==> config.mk <==
export PLATFORM = sky130hd
export DESIGN_NAME = shifter_pipe
export DESIGN_NICKNAME = d
export VERILOG_FILES = /design/src/rtl/shifter_pipe.sv
export SDC_FILE = /design/constraint.sdc
export NUM_CORES = 1
export LEC_CHECK = 0
export ABC_CLOCK_PERIOD_IN_PS = 1800
export BUFFER_PORTS_ARGS = -buffer_cell sky130_fd_sc_hd__buf_4
export CAP_MARGIN = 20
export CORE_MARGIN = 2
export CORE_UTILIZATION = 50
export DETAILED_ROUTE_END_ITERATION = 10
export PLACE_DENSITY = 0.81
export SLEW_MARGIN = 5
export SYNTH_ARGS = -nofsm -noshare
export SYNTH_HDL_FRONTEND = slang
export SYNTH_SLANG_ARGS = --single-unit
export TNS_END_PERCENT = 50
==> constraint.sdc <==
create_clock -name clk -period 1.8 [get_ports clk]
set_input_delay 0.18 -clock clk [delete_from_list [all_inputs] [get_ports clk]]
set_output_delay 0.18 -clock clk [all_outputs]
set_load 0.05 [all_outputs]
==> src/rtl/shifter_pipe.sv <==
// Pipelined logarithmic barrel shifter (SLL/SRL/SRA/ROL/ROR) with elastic valid/ready stages.
// Define SHIFTER_PIPE_FLAGS_EN to add registered zero/cout result flags.
module shifter_pipe #(
  parameter int unsigned WIDTH  = 8,
  parameter int unsigned STAGES = 2,
  localparam int unsigned LOG   = $clog2(WIDTH)
) (
  input  logic             clk,
  input  logic             reset_n,
  input  logic             in_valid,
  output logic             in_ready,
  input  logic [WIDTH-1:0] din,
  input  logic [LOG-1:0]   shamt,
  input  logic [2:0]       op,
  output logic             out_valid,
  input  logic             out_ready,
  output logic [WIDTH-1:0] dout
`ifdef SHIFTER_PIPE_FLAGS_EN
  ,
  output logic             zero,
  output logic             cout
`endif
);

  localparam int unsigned Last = STAGES - 1;

  localparam logic [2:0] OpSll = 3'b000;
  localparam logic [2:0] OpSrl = 3'b001;
  localparam logic [2:0] OpSra = 3'b011;
  localparam logic [2:0] OpRol = 3'b100;
  localparam logic [2:0] OpRor = 3'b101;

  function automatic logic [WIDTH-1:0] shift_by(input logic [WIDTH-1:0] d,
                                                input logic [2:0]       o,
                                                input int unsigned      amt);
    logic [WIDTH-1:0] r;
    case (o)
      OpSll:   r = d << amt;
      OpSrl:   r = d >> amt;
      OpSra:   r = $unsigned($signed(d) >>> amt);
      OpRol:   r = (d << amt) | (d >> (WIDTH - amt));
      OpRor:   r = (d >> amt) | (d << (WIDTH - amt));
      default: r = d;
    endcase
    return r;
  endfunction

  // Applies only the shamt bits whose weight is assigned to this stage.
  function automatic logic [WIDTH-1:0] apply_stage(input logic [WIDTH-1:0] d,
                                                   input logic [LOG-1:0]   s,
                                                   input logic [2:0]       o,
                                                   input int unsigned      stage);
    logic [WIDTH-1:0] r;
    r = d;
    for (int unsigned i = 0; i < LOG; i++) begin
      if (s[i] && ((i * STAGES) / LOG) == stage) begin
        r = shift_by(r, o, 32'd1 << i);
      end
    end
    return r;
  endfunction

`ifdef SHIFTER_PIPE_FLAGS_EN
  // Last bit shifted out is taken from the original operand at entry and carried along.
  function automatic logic cout_of(input logic [WIDTH-1:0] d,
                                   input logic [LOG-1:0]   s,
                                   input logic [2:0]       o);
    logic [2*WIDTH-1:0] t;
    logic               c;
    t = '0;
    c = 1'b0;
    case (o)
      OpSll: begin
        t = {{WIDTH{1'b0}}, d} << s;
        c = t[WIDTH];
      end
      OpSrl, OpSra: begin
        t = {d, {WIDTH{1'b0}}} >> s;
        c = t[WIDTH-1];
      end
      default: c = 1'b0;
    endcase
    return c;
  endfunction
`endif

  logic [WIDTH-1:0]  data_q  [STAGES];
  logic [WIDTH-1:0]  data_d  [STAGES];
  logic [LOG-1:0]    shamt_q [STAGES];
  logic [LOG-1:0]    shamt_d [STAGES];
  logic [2:0]        op_q    [STAGES];
  logic [2:0]        op_d    [STAGES];
  logic [STAGES-1:0] valid_q, valid_d;
  logic [STAGES-1:0] load;
`ifdef SHIFTER_PIPE_FLAGS_EN
  logic [STAGES-1:0] cout_q, cout_d;
  logic              zero_q, zero_d;
`endif

  // A stage may load if the output drains or any slot at or below it is empty.
  always_comb begin
    logic slot_free;
    load      = '0;
    slot_free = out_ready;
    for (int k = STAGES - 1; k >= 0; k--) begin
      slot_free = slot_free | ~valid_q[k];
      load[k]   = slot_free;
    end
  end

  always_comb begin
    logic [WIDTH-1:0] src;
    logic [LOG-1:0]   src_shamt;
    logic [2:0]       src_op;
    logic             src_valid;
    int               p;
`ifdef SHIFTER_PIPE_FLAGS_EN
    logic             src_cout;
    cout_d = cout_q;
    zero_d = zero_q;
`endif
    valid_d = valid_q;
    data_d  = data_q;
    shamt_d = shamt_q;
    op_d    = op_q;
    for (int k = 0; k < STAGES; k++) begin
      p = (k == 0) ? 0 : k - 1;
      if (k == 0) begin
        src       = din;
        src_shamt = shamt;
        src_op    = op;
        src_valid = in_valid;
`ifdef SHIFTER_PIPE_FLAGS_EN
        src_cout  = cout_of(din, shamt, op);
`endif
      end else begin
        src       = data_q[p];
        src_shamt = shamt_q[p];
        src_op    = op_q[p];
        src_valid = valid_q[p];
`ifdef SHIFTER_PIPE_FLAGS_EN
        src_cout  = cout_q[p];
`endif
      end
      if (load[k]) begin
        valid_d[k] = src_valid;
        // Bubbles leave the data registers untouched so held results never glitch.
        if (src_valid) begin
          data_d[k]  = apply_stage(src, src_shamt, src_op, unsigned'(k));
          shamt_d[k] = src_shamt;
          op_d[k]    = src_op;
`ifdef SHIFTER_PIPE_FLAGS_EN
          cout_d[k]  = src_cout;
`endif
        end
      end
    end
`ifdef SHIFTER_PIPE_FLAGS_EN
    if (load[Last] && valid_d[Last]) begin
      zero_d = (data_d[Last] == '0);
    end
`endif
  end

  always_ff @(posedge clk or negedge reset_n) begin
    if (!reset_n) begin
      valid_q <= '0;
      data_q  <= '{default: '0};
      shamt_q <= '{default: '0};
      op_q    <= '{default: '0};
`ifdef SHIFTER_PIPE_FLAGS_EN
      cout_q  <= '0;
      zero_q  <= 1'b0;
`endif
    end else begin
      valid_q <= valid_d;
      data_q  <= data_d;
      shamt_q <= shamt_d;
      op_q    <= op_d;
`ifdef SHIFTER_PIPE_FLAGS_EN
      cout_q  <= cout_d;
      zero_q  <= zero_d;
`endif
    end
  end

  assign in_ready  = load[0];
  assign out_valid = valid_q[Last];
  assign dout      = data_q[Last];
`ifdef SHIFTER_PIPE_FLAGS_EN
  assign cout      = cout_q[Last];
  assign zero      = zero_q;
`endif

endmodule
# ---- Word level (Yosys, flattened, before mapping)
# Cells that the tools add are included.
dict set report totals {
  ff_bits 24
  output_inout_bits 10
  wordCells 36
}
dict set report op_classes {
  n_eq_ne 8
  n_mux 8
  bitwise_logic 9
  n_reduce_logical 5
}
# operator count
set op_table {}
lappend op_table {{$pmux 8 s5} 2}
lappend op_table {{$mux 8} 5}
lappend op_table {{$pmux 8 s4} 1}
lappend op_table {{$eq 3x3->1 const B} 4}
lappend op_table {{$or 4x8->8} 1}
lappend op_table {{$or 6x8->8} 1}
lappend op_table {{$or 7x8->8} 1}
lappend op_table {{$or 8x1->8} 1}
lappend op_table {{$or 8x2->8} 1}
lappend op_table {{$eq 3x1->1 const B} 2}
lappend op_table {{$eq 3x2->1 const B} 2}
lappend op_table {{$logic_not 3->1} 2}
lappend op_table {{$reduce_and 2->1} 2}
lappend op_table {{$not 1->1} 2}
lappend op_table {{$or 1x1->1} 2}
lappend op_table {{$reduce_or 2->1} 1}

# ---- Longest topological paths before layout
# Gate-level depths: netlist (run 1).
dict set report logic_depth {
  depth_word 8
  depth_mapped 7
  ltp_nobuf 5
}

# ---- Least setup slack after synthesis (run 1)
# No wires, ideal clock.
dict set report synth_path {
  kind {register to register}
  startpoint {register valid_q[1]}
  endpoint {register data_q[15] (netlist name)}
  setup_ps 99
  t_arrival_ps 2030
  required_time_ps 1701
  slack_ps -329
  path_stages_with_launch 6
  n_path_buf 2
  cell_sequence {dfrtp_1 -> nand3b_1 -> and2_1 -> clkbuf_1 -> buf_2 -> a311oi_1}
}
dict set report synth_between {
  elab_chain_len 4
}
# element line
set synth_rtl {}
lappend synth_rtl {{from (decl)} 93} ;# logic [STAGES-1:0] valid_q, valid_d;
lappend synth_rtl {{from (signal assigned)} 176} ;# valid_q <= valid_d;
lappend synth_rtl {{$not 1->1} 106} ;# slot_free = slot_free | ~valid_q[k];
lappend synth_rtl {{$or 1x1->1 (2 in a row)} 106}
lappend synth_rtl {{via in_ready} 11} ;# output logic in_ready,
lappend synth_rtl {{$reduce_and 2->1 (no line)} n/a}
lappend synth_rtl {{to (signal assigned)} 177} ;# data_q <= data_d;
lappend synth_rtl {{to (decl)} 87} ;# logic [WIDTH-1:0] data_q [STAGES];
# The timed path passes the listed nets, and every way through them passes these cells.
# A chain may end at the register's enable or synchronous reset.

# ---- Worst setup path in the final report (run 1)
dict set report layout_path {
  startpoint {register valid_q[1]}
  endpoint {register data_q[15] (netlist name)}
}
dict set report layout_between {
  elab_chain_len 4
}
# element line
set layout_rtl {}
lappend layout_rtl {{$not 1->1} 106}
lappend layout_rtl {{$or 1x1->1 (2 in a row)} 106}
lappend layout_rtl {{$reduce_and 2->1 (no line)} n/a}
# No other way between the ends.

==> insert_results.sql, run 1 <==
INSERT INTO impl_metrics (metric_group, metric, value, unit) VALUES
('global_route', 'first_pass_grt_wire_length', '6.10', 'mm'),
('global_route', 'maximum_number_of_pins_on_one_net_before_global_route_repair', '23', ''),
('worst_setup_path', 'critical_path_class', 'flop to flop', ''),
('hold_path', 'min-delay-path-class', 'input pin to flop', ''),
('die', 'die_w', '60.9', 'um'),
('power', 'powerDensity', '940', 'nW/um2'),
('power', 'power_leakage', '0.813', 'nW'),
('logic_synthesis', 'synthesis.instances', '197', ''),
('routing', 'detail-route-antenna-nets', '0', ''),
('die', 'core_area', '3080', 'um2'),
('placed_design', 'portBuffers', '27', ''),
('routing', 'drt_first_pass_iters', '4', ''),
('logic_synthesis', 'async_reset_ff_share', '100', '%'),
('worst_setup_path', 'timing.rr.end', 'data_q[15]', ''),
('clock_tree', 'cts.sink_count', '22', ''),
('timing', 'tns', '0', 'ps'),
('timing', 'finalCritPeriodShare', '77.7', '%'),
('logic_synthesis', 'syn-mean-instance-area', '8.22', 'um2'),
('placed_design', 'place_hpwl', '2.80', 'mm'),
('final_layout', 'num-fill-cells', '283', ''),
('global_route', 'antenna_found_initial', '0', ''),
('timing', 'final_hold_viol_count', '0', ''),
('worst_setup_path', 'required', '2010', 'ps'),
('hold_path', 'holdPathEnd', 'shamt_q[5]', ''),
('clock_tree', 'clock_path_buffers', '2', ''),
('clock_tree', 'post_cts_resized', '0', ''),
('power', 'overall_power_consumption', '0.00173', 'W'),
('die', 'die-height', '60.9', 'um'),
('global_route', 'grt-ovfl-total', '0', ''),
('timing', 'worst_clock_skew', '13.6', 'ps'),
('hold_path', 'hold_path_depth', '3', ''),
('global_route', 'grt_pass1_vias', '1371', ''),
('timing', 'timing.fmax', '0.715', 'GHz'),
('final_layout', 'finish.cell_count_without_fillers', '257', ''),
('logic_synthesis', 'synthesis.area', '1620', 'um2'),
('outcome', 'result_of_the_run', 'finished, final reports clean', ''),
('die', 'floorplan.initialDensity', '52.6', '%'),
('final_layout', 'final-seq-area', '552', 'um2'),
('placed_design', 'gp_routability_congestion', '0.961', ''),
('timing', 'slew_headroom', '63.1', '%'),
('clock_tree', 'tritoncts.num_buffers', '3', ''),
('timing', 'postLayoutSetupSlackWorst', '401', 'ps'),
('timing', 'fin_hold_ws', '65.2', 'ps'),
('die', 'floorplan.die_area', '3710', 'um2'),
('worst_setup_path', 'element_type_at_the_critical_path_start', 'flop', ''),
('routing', 'drt_first_iter_violations', '68', ''),
('final_layout', 'nets', '232', ''),
('timing', 'worst_slew_pin_slew', '552', 'ps'),
('timing', 'final_number_of_max_transition_violations', '0', ''),
('logic_synthesis', 'synth-seq-area-share', '34.0', '%'),
('logic_synthesis', 'yosys.cell_types.count', '43', ''),
('clock_tree', 'tritoncts', 'built', ''),
('power', 'vdd_drop_max', '0.000298', 'V'),
('final_layout', 'antenna_cells', '0', ''),
('logic_synthesis', 'synth_enable_flop_cells', '0', ''),
('logic_synthesis', 'ys_ff_latch', '22', ''),
('worst_setup_path', 'worstRegToRegCells', '5', ''),
('worst_setup_path', 'path_max_fanout', '11', ''),
('worst_setup_path', 'reg2reg_from', 'valid_q[1]', ''),
('clock_tree', 'cts_htree_levels', '1', ''),
('die', 'fp-row-count', '20', ''),
('routing', 'vias_per_cell', '5.87', ''),
('clock_tree', 'root_buffer_selected_by_cts', 'sky130_fd_sc_hd__clkbuf_4', ''),
('hold_path', 'worst_hold_startpoint', 'shamt[2]', ''),
('logic_synthesis', 'yosys_warnings', '0', ''),
('worst_setup_path', 'critical_path_arrival', '1600', 'ps'),
('die', 'ios', '28', ''),
('clock_tree', 'clk_latency', '310', 'ps'),
('timing', 'rsz_0062_raised_after_global_routing', 'false', ''),
('final_layout', 'layout_overhead_on_the_synthesized_area', '13.6', '%'),
('routing', 'drt-wirelength-per-cell', '14.3', 'um');
cells in the mapped netlist, drive strengths merged (3+ instances only):
cell / instances / share of area (%)
nand2: 37 / 8.6
a21oi: 12 / 4.2
buf: 18 / 7.8
dfrtp: 22 / 34
a21boi: 3 / 1.4
nor2: 12 / 2.8
inv: 3 / 0.69
nand2b: 10 / 3.9
nor3: 4 / 1.2
nand3: 3 / 0.93
o22ai: 3 / 1.2
o211ai: 3 / 1.4
a22o: 3 / 1.6
a222oi: 3 / 1.9
mux2i: 10 / 6.2
o21ai: 18 / 5.6
where the power goes:
| group | switching (W) | total (W) | internal (W) |
|---|---|---|---|
| logic | 0.000442 | 0.000689 | 0.000246 |
| clock network | 0.000147 | 0.000372 | 0.000225 |
| registers | 0.0000763 | 0.000670 | 0.000594 |
| total | 0.000666 | 0.00173 | 0.00107 |
per-stage QoR:
step	area (um2)	utilization, %
2_1_floorplan	1630	-
5_1_grt	1840	59.8
3_3_place_gp	1780	57.8
3_5_place_dp	1780	57.8
4_1_cts	1840	59.8
6_report	1840	59.8
layout make-up:
class	instances	share of cell area, %
flip-flops and latches	22	30.0
repair buffers	32	13.2
well taps	44	2.99
multi-input cells	152	50.4
inverters	3	0.612
clock inverters	1	1.63
clock buffers	3	1.22
registers in the layout (all words and copies together) (netlist names):
signal and count:
shamt_q 1, valid_q 2, op_q 3, dout 8, data_q 8
logic make-up (layout without fill, tap and decap cells):
kind of cell,after synthesis,after routing,synth area share (%)
buf+inv,23,39,8.96
mux,12,12,7.57
flops,22,22,34.0
simple gates,73,73,20.2
compound gates,67,67,29.3
repair_timing:
item	CTS	global route
hold endpoints to repair	22	0
hold buffers	1	0
setup buffers	0	0
worst max-delay path: stages (launching register included):
cell and delay (ps):
sky130_fd_sc_hd__dfrtp_2 430, sky130_fd_sc_hd__nand3b_1 160, sky130_fd_sc_hd__and2_1 250, sky130_fd_sc_hd__buf_4 210, sky130_fd_sc_hd__nor2_1 50, sky130_fd_sc_hd__a311oi_1 210
cell usage in the layout (no fill, tap or decap), drive strengths merged, types with 2 or more instances in the layout:
master / Yosys / layout
a211oi: 2 / 2
a21bo: 2 / 2
a21boi: 3 / 3
a21oi: 12 / 12
a222oi: 3 / 3
a22o: 3 / 3
a22oi: 2 / 2
a2bb2oi: 2 / 2
a311oi: 2 / 2
a31oi: 2 / 2
a32oi: 2 / 2
and2: 2 / 2
buf: 18 / 31
clkbuf: 2 / 3
dfrtp: 22 / 22
inv: 3 / 3
mux2: 2 / 2
mux2i: 10 / 10
nand2: 37 / 37
nand2b: 10 / 10
nand3: 3 / 3
nor2: 12 / 12
nor2b: 2 / 2
nor3: 4 / 4
o2111ai: 2 / 2
o211ai: 3 / 3
o21ai: 18 / 18
o22ai: 3 / 3
worst max-delay path by stage:
stage / startpoint / to / slack (ps) / cells after the start
floorplan: valid_q[1] / data_q[15] / -80 / 5
global placement: op[2] / data_q[11] / 170 / 6
detailed placement: op[2] / data_q[11] / 160 / 6
CTS: valid_q[1] / data_q[8] / 400 / 5
global route: op_q[4] / dout[1] / 260 / 4
finish: valid_q[1] / data_q[15] / 400 / 5
metal layers:
metal	vias to the layer above	GRT usage [%]	share of wire, %
li1	742	-	-
met1	693	27.4	45
met2	63	36.6	47
met3	10	1.49	5.5
met4	0	9.94	2.6
met5	-	0	0
No activity file was read; power rests on OpenSTA's default activity.
==> run 2, diff against run 1 <==
--- a/config.mk
+++ b/config.mk
@@ -5,13 +5,13 @@
 export SDC_FILE = /design/constraint.sdc
 export NUM_CORES = 1
 export LEC_CHECK = 0
-export ABC_CLOCK_PERIOD_IN_PS = 1800
+export ABC_CLOCK_PERIOD_IN_PS = 1210
 export BUFFER_PORTS_ARGS = -buffer_cell sky130_fd_sc_hd__buf_4
 export CAP_MARGIN = 20
 export CORE_MARGIN = 2
 export CORE_UTILIZATION = 50
 export DETAILED_ROUTE_END_ITERATION = 10
-export PLACE_DENSITY = 0.81
+export PLACE_DENSITY = 0.84
 export SLEW_MARGIN = 5
 export SYNTH_ARGS = -nofsm -noshare
 export SYNTH_HDL_FRONTEND = slang
==> constraint.sdc (replaced) <==
create_clock -name clk -period 1.21 [get_ports clk]
set_input_delay 0.121 -clock clk [delete_from_list [all_inputs] [get_ports clk]]
set_output_delay 0.121 -clock clk [all_outputs]
set_load 0.05 [all_outputs]
==> insert_results.sql, run 2 (synthesized netlist as in run 1, its figures left out) <==
INSERT INTO impl_metrics (metric_group, metric, value, unit) VALUES
('outcome', 'result_of_the_run', 'finished, violations left', ''),
('outcome', 'failing_checks', 'setup timing', ''),
('placed_design', 'gp_routability_congestion', '0.980', ''),
('routing', 'vias_per_cell', '5.86', ''),
('clock_tree', 'tritoncts', 'built', ''),
('final_layout', 'finish.cell_count_without_fillers', '294', ''),
('power', 'power_leakage', '1.02', 'nW'),
('final_layout', 'layout.cells.most_common_list', 'sky130_fd_sc_hd__buf_4 (64), sky130_fd_sc_hd__nand2_1 (34), sky130_fd_sc_hd__dfrtp_1 (18)', ''),
('power', 'p_comb_share', '45.2', '%'),
('clock_tree', 'cts.sink_count', '22', ''),
('clock_tree', 'root_buffer_selected_by_cts', 'sky130_fd_sc_hd__clkbuf_4', ''),
('timing', 'postLayoutSetupSlackWorst', '-121', 'ps'),
('timing', 'shortest_period_the_worst_path_allows', '1330', 'ps'),
('final_layout', 'nets', '269', ''),
('worst_setup_path', 'cp_cell_sequence', 'nand2b_4, a21oi_4, mux2i_1, o21ai_1', ''),
('clock_tree', 'clk_latency', '310', 'ps'),
('hold_path', 'hold_path_depth', '2', ''),
('final_layout', 'layout.cell_area.non_filler', '2260', 'um2'),
('global_route', 'antenna_found_initial', '0', ''),
('timing', 'rsz_0062_raised_after_global_routing', 'true', ''),
('power', 'power.net_switching', '0.00112', 'W'),
('worst_setup_path', 'critical_path_class', 'flop to flop', ''),
('worst_setup_path', 'element_type_at_the_critical_path_start', 'flop', ''),
('worst_setup_path', 'critPathSlowestCell', 'sky130_fd_sc_hd__dfrtp_1', ''),
('die', 'die-height', '60.9', 'um'),
('placed_design', 'dpl.cell_count', '284', ''),
('power', 'powerDensity', '1270', 'nW/um2'),
('routing', 'routed_wirelength', '4.77', 'mm'),
('power', 'switching_share', '39.0', '%'),
('timing', 'slew_headroom', '76.3', '%'),
('timing', 'worst_clock_skew', '9.49', 'ps'),
('die', 'core_area', '3080', 'um2'),
('placed_design', 'place_hpwl', '3.41', 'mm'),
('global_route', 'first_pass_grt_wire_length', '7.39', 'mm'),
('global_route', 'maximum_number_of_pins_on_one_net_before_global_route_repair', '23', ''),
('die', 'floorplan.initialDensity', '52.6', '%'),
('timing', 'tns', '-541', 'ps'),
('routing', 'dr_total_vias', '1724', ''),
('final_layout', 'final_layout_size_suffix_gt1_share', '41.2', '%'),
('die', 'die_w', '60.9', 'um'),
('die', 'ios', '28', ''),
('clock_tree', 'tritoncts.num_buffers', '3', ''),
('timing', 'worst_slew_pin_slew', '354', 'ps'),
('die', 'floorplan.die_area', '3710', 'um2'),
('power', 'intPower', '0.00175', 'W'),
('timing', 'setup-violations-final', '10', ''),
('final_layout', 'antenna_cells', '0', ''),
('clock_tree', 'clk_pin_slew', '130', 'ps'),
('routing', 'drt_first_iter_violations', '109', ''),
('global_route', 'grt.total_usage', '26.5', '%'),
('power', 'overall_power_consumption', '0.00287', 'W'),
('worst_setup_path', 'path_max_fanout', '4', ''),
('worst_setup_path', 'worstRegToRegCells', '4', ''),
('worst_setup_path', 'worstSetupEndpointType', 'flop', ''),
('routing', 'drt_drc_violations_left', '0', ''),
('worst_setup_path', 'cp_slowest_stage_delay', '460', 'ps'),
('clock_tree', 'clock_path_buffers', '2', ''),
('routing', 'drt-wirelength-per-cell', '16.2', 'um'),
('power', 'flop_pwr_share', '35.3', '%'),
('job', 'drv.max_cap_violation_count', '0', ''),
('timing', 'timing.fmax', '0.751', 'GHz'),
('worst_setup_path', 'critical_path_arrival', '1540', 'ps'),
('final_layout', 'num-fill-cells', '228', ''),
('final_layout', 'layout_overhead_on_the_synthesized_area', '39.5', '%'),
('global_route', 'grt-ovfl-total', '0', ''),
('worst_setup_path', 'required', '1420', 'ps'),
('final_layout', 'multi_input_gate_area', '1050', 'um2'),
('die', 'fp-row-count', '20', ''),
('power', 'clockPowerShare', '19.5', '%'),
('routing', 'detail-route-antenna-nets', '0', ''),
('timing', 'fin_hold_ws', '61.3', 'ps'),
('final_layout', 'final-seq-area', '556', 'um2'),
('final_layout', 'layout.cells.most_common', 'sky130_fd_sc_hd__buf_4', ''),
('clock_tree', 'cts_htree_levels', '1', ''),
('timing', 'final_number_of_max_transition_violations', '0', ''),
('placed_design', 'dpl_cell_area', '2020', 'um2'),
('power', 'vdd_drop_max', '0.000505', 'V'),
('timing', 'final_hold_viol_count', '0', ''),
('placed_design', 'portBuffers', '27', ''),
('hold_path', 'min-delay-path-class', 'input pin to flop', ''),
('routing', 'drt_first_pass_iters', '5', ''),
('timing', 'finalCritPeriodShare', '110', '%'),
('global_route', 'grt_pass1_vias', '1643', '');
-- run 2: cell types whose count changed in the layout (fill, tap and decap cells not counted), moves of 3 or more --
cell,change
sky130_fd_sc_hd__dfrtp_2,+3
sky130_fd_sc_hd__o21ai_0,-9
sky130_fd_sc_hd__buf_4,+33
sky130_fd_sc_hd__o21ai_1,+8
sky130_fd_sc_hd__dfrtp_1,-3
sky130_fd_sc_hd__buf_6,+3
-- run 2: metrics by stage --
stage	setup WS (ps)	utilization, %
2_1_floorplan	-674	-
3_3_place_gp	-221	65.6
3_5_place_dp	-249	65.6
4_1_cts	-57.2	70.7
5_1_grt	-151	73.4
6_report	-121	73.4
-- run 2: layout make-up --
cell class / instances / area share [%]
clock buffer: 3 / 0.997
clock inverter: 1 / 1.33
timing repair buffer: 69 / 23.9
sequential: 22 / 24.6
tap: 44 / 2.44
inverter: 3 / 0.498
multi-input combinational: 152 / 46.3
-- run 2: path summary, 6_finish.rpt --
check                              to  startpoint  slack, ps
setup / recovery              dout[2]     op_q[5]       -120
hold / removal             valid_q[0]    in_valid         60
setup reg to reg              dout[2]     op_q[5]       -120
hold reg to reg               dout[1]     dout[1]        510
max in group asynchronous  shamt_q[5]     reset_n        740
min in group asynchronous     dout[5]     reset_n        230
-- run 2: power groups by stage --
stage	combinational (W)	sequential, W	clock [W]
2_1_floorplan	0.000848	0.000988	0
3_3_place_gp	0.00113	0.000995	0
3_5_place_dp	0.00115	0.00101	0
4_1_cts	0.00123	0.00100	0.000564
5_1_grt	0.00139	0.00103	0.000595
6_report	0.00130	0.00101	0.000559
-- run 2: metal layers --
metal  track usage (%)  vias up  share of wire (%)
met1              33.9      811                 40
li1                  -      821                  -
met4              10.9        0                1.2
met3              4.05        8                5.5
met5                 0        -                  0
met2              44.5       84                 54
-- run 2: critical path: cells and delay by family, from the launching register on --
kind / cells / cell delay [ps]
muxes: 1 / 280
DFF: 1 / 460
AOI/OAI and AO/OA: 2 / 300
and+or+nand+nor: 1 / 200
-- run 2: repair_timing --
action / CTS / global route
endpoints found under the hold margin: 22 / 0
hold buffers: 1 / 0
pin swaps: 5 / 9
buffers inserted: 5 / 0
endpoints found under the setup margin: 14 / 20
gates resized for setup: 23 / 20
gates cloned: 0 / 0
==> run 3, diff against run 2 <==
--- a/config.mk
+++ b/config.mk
@@ -5,13 +5,14 @@
 export SDC_FILE = /design/constraint.sdc
 export NUM_CORES = 1
 export LEC_CHECK = 0
-export ABC_CLOCK_PERIOD_IN_PS = 1210
+export ABC_CLOCK_PERIOD_IN_PS = 1340
 export BUFFER_PORTS_ARGS = -buffer_cell sky130_fd_sc_hd__buf_4
 export CAP_MARGIN = 20
 export CORE_MARGIN = 2
 export CORE_UTILIZATION = 50
 export DETAILED_ROUTE_END_ITERATION = 10
-export PLACE_DENSITY = 0.84
+export PLACE_DENSITY = 0.81
+export SETUP_SLACK_MARGIN = 0.15
 export SLEW_MARGIN = 5
 export SYNTH_ARGS = -nofsm -noshare
 export SYNTH_HDL_FRONTEND = slang
==> constraint.sdc (replaced) <==
create_clock -name clk -period 1.34 [get_ports clk]
set_input_delay 0.134 -clock clk [delete_from_list [all_inputs] [get_ports clk]]
set_output_delay 0.134 -clock clk [all_outputs]
set_load 0.05 [all_outputs]
==> insert_results.sql, run 3 (synthesized netlist as in run 1, its figures left out) <==
INSERT INTO impl_metrics (metric_group, metric, value, unit) VALUES
('outcome', 'result_of_the_run', 'finished, violations left', ''),
('outcome', 'failing_checks', 'setup timing', ''),
('power', 'powerDensity', '1110', 'nW/um2'),
('timing', 'postLayoutSetupSlackWorst', '-31.5', 'ps'),
('die', 'floorplan.initialDensity', '52.6', '%'),
('clock_tree', 'clock_path_buffers', '2', ''),
('final_layout', 'layout.cell_area.non_filler', '2240', 'um2'),
('power', 'power_leakage', '0.990', 'nW'),
('power', 'power.net_switching', '0.00105', 'W'),
('clock_tree', 'cts_htree_levels', '1', ''),
('power', 'flop_pwr_share', '36.7', '%'),
('timing', 'timing.fmax', '0.729', 'GHz'),
('final_layout', 'layout.cells.most_common_list', 'sky130_fd_sc_hd__buf_4 (54), sky130_fd_sc_hd__nand2_1 (33), sky130_fd_sc_hd__dfrtp_1 (20)', ''),
('final_layout', 'final_layout_size_suffix_gt1_share', '40.5', '%'),
('die', 'die_w', '60.9', 'um'),
('timing', 'slew_headroom', '71.3', '%'),
('clock_tree', 'cts.sink_count', '22', ''),
('die', 'floorplan.die_area', '3710', 'um2'),
('power', 'overall_power_consumption', '0.00249', 'W'),
('routing', 'detail-route-antenna-nets', '0', ''),
('timing', 'final_number_of_max_transition_violations', '0', ''),
('worst_setup_path', 'cp_slowest_stage_delay', '420', 'ps'),
('worst_setup_path', 'critical_path_arrival', '1580', 'ps'),
('power', 'switching_share', '42.2', '%'),
('final_layout', 'final-seq-area', '553', 'um2'),
('global_route', 'antenna_found_initial', '0', ''),
('die', 'core_area', '3080', 'um2'),
('timing', 'shortest_period_the_worst_path_allows', '1370', 'ps'),
('worst_setup_path', 'reg2reg_from', 'op_q[3]', ''),
('timing', 'finalCritPeriodShare', '102', '%'),
('global_route', 'grt-ovfl-total', '0', ''),
('routing', 'drt_first_iter_violations', '127', ''),
('routing', 'drt_drc_violations_left', '0', ''),
('placed_design', 'place_hpwl', '3.39', 'mm'),
('worst_setup_path', 'worstRegToRegCells', '5', ''),
('die', 'ios', '28', ''),
('global_route', 'maximum_number_of_pins_on_one_net_before_global_route_repair', '23', ''),
('placed_design', 'dpl_cell_area', '1950', 'um2'),
('final_layout', 'layout.cells.most_common', 'sky130_fd_sc_hd__buf_4', ''),
('timing', 'tns', '-31.5', 'ps'),
('final_layout', 'nets', '261', ''),
('timing', 'setup-violations-final', '1', ''),
('hold_path', 'worst_hold_startpoint', 'shamt[2]', ''),
('job', 'drv.max_cap_violation_count', '0', ''),
('hold_path', 'hold_path_depth', '3', ''),
('clock_tree', 'root_buffer_selected_by_cts', 'sky130_fd_sc_hd__clkbuf_4', ''),
('final_layout', 'num-fill-cells', '225', ''),
('routing', 'drt-wirelength-per-cell', '17.5', 'um'),
('clock_tree', 'clk_pin_slew', '120', 'ps'),
('clock_tree', 'clk_latency', '320', 'ps'),
('placed_design', 'gp_routability_congestion', '0.936', ''),
('global_route', 'first_pass_grt_wire_length', '7.60', 'mm'),
('routing', 'dr_total_vias', '1747', ''),
('routing', 'vias_per_cell', '6.11', ''),
('power', 'vdd_drop_max', '0.000511', 'V'),
('placed_design', 'portBuffers', '27', ''),
('final_layout', 'layout_overhead_on_the_synthesized_area', '38.5', '%'),
('power', 'intPower', '0.00144', 'W'),
('worst_setup_path', 'element_type_at_the_critical_path_start', 'flop', ''),
('timing', 'worst_slew_pin_slew', '430', 'ps'),
('worst_setup_path', 'critPathSlowestCell', 'sky130_fd_sc_hd__dfrtp_1', ''),
('final_layout', 'antenna_cells', '0', ''),
('worst_setup_path', 'critical_path_class', 'flop to flop', ''),
('clock_tree', 'tritoncts.num_buffers', '3', ''),
('global_route', 'grt_pass1_vias', '1623', ''),
('worst_setup_path', 'required', '1550', 'ps'),
('global_route', 'grt.total_usage', '27.9', '%'),
('die', 'die-height', '60.9', 'um'),
('routing', 'routed_wirelength', '5.00', 'mm'),
('worst_setup_path', 'worstSetupEndpointType', 'flop', ''),
('hold_path', 'min-delay-path-class', 'input pin to flop', ''),
('timing', 'final_hold_viol_count', '0', ''),
('die', 'fp-row-count', '20', ''),
('final_layout', 'multi_input_gate_area', '1080', 'um2'),
('routing', 'drt_first_pass_iters', '7', ''),
('worst_setup_path', 'cp_cell_sequence', 'nor2b_2, nand3_2, nand2_1, a222oi_1, o21ai_1', ''),
('worst_setup_path', 'startpoint', 'op_q[3]', ''),
('clock_tree', 'tritoncts', 'built', ''),
('power', 'clockPowerShare', '15.4', '%'),
('timing', 'rsz_0062_raised_after_global_routing', 'true', ''),
('power', 'p_comb_share', '48.0', '%'),
('timing', 'worst_clock_skew', '4.03', 'ps'),
('worst_setup_path', 'path_max_fanout', '3', '');
run 3: cell types whose count changed in the layout (fill, tap and decap cells not counted), sizes merged:
cell	previous run	this run
buf	68	60
bufinv	1	0
clkbuf	3	4
run 3: metrics by stage:
step | util, % | worst slack [ps] | hold WS [ps] | instances
after floorplan | - | -544 | -162 | 197
after global placement | 63.5 | -90.6 | 32.1 | 272
after detailed placement | 63.5 | -110 | 35.1 | 272
after CTS | 70.1 | 33.2 | 13.1 | 285
after global routing | 72.9 | -61.2 | 28.5 | 286
final | 72.9 | -31.5 | 28.5 | 286
run 3: path summary, 6_finish.rpt:
check / endpoint / slack [ps]
max: dout[6] / -30
min: shamt_q[5] / 30
max reg2reg: dout[6] / -30
min reg2reg: dout[5] / 490
max in group asynchronous: valid_q[1] / 880
min in group asynchronous: valid_q[0] / 220
run 3: layout make-up:
| class | instances | share of cell area (%) |
|---|---|---|
| tap | 44 | 2.45 |
| clock buffer | 4 | 1.62 |
| inverter | 3 | 0.502 |
| multi-input combinational | 152 | 48.0 |
| sequential | 22 | 24.6 |
| timing repair buffer | 61 | 22.8 |
run 3: repair_timing:
action / in CTS / in global routing
endpoints found under the setup margin: 16 / 21
setup buffers: 8 / 1
hold buffers: 1 / 0
pin swaps: 6 / 11
gates resized for setup: 25 / 23
endpoints found under the hold margin: 22 / 0
run 3: critical path: cells and delay by family (launching register included):
family / cells / cell delay, ps
AO/OA/AOI/OAI: 2 / 460
flip-flops: 1 / 420
AND/OR/NAND/NOR: 3 / 370
run 3: power by group through the flow:
stage / clock [W] / combinational (W) / sequential (W)
floorplan: 0 / 0.000766 / 0.000892
global placement: 0 / 0.000985 / 0.000906
detailed placement: 0 / 0.00101 / 0.000917
CTS: 0.000384 / 0.00112 / 0.000899
global route: 0.000408 / 0.00126 / 0.000919
finish: 0.000383 / 0.00119 / 0.000912
run 3: per-layer routing:
metal / track usage [%] / wire length [um] / up-vias
met1: 34.3 / 1930 / 833
met4: 12.4 / 142 / 0
met2: 46.7 / 2510 / 97
met3: 6.40 / 413 / 16
met5: 0 / 0 / -
li1: - / - / 801
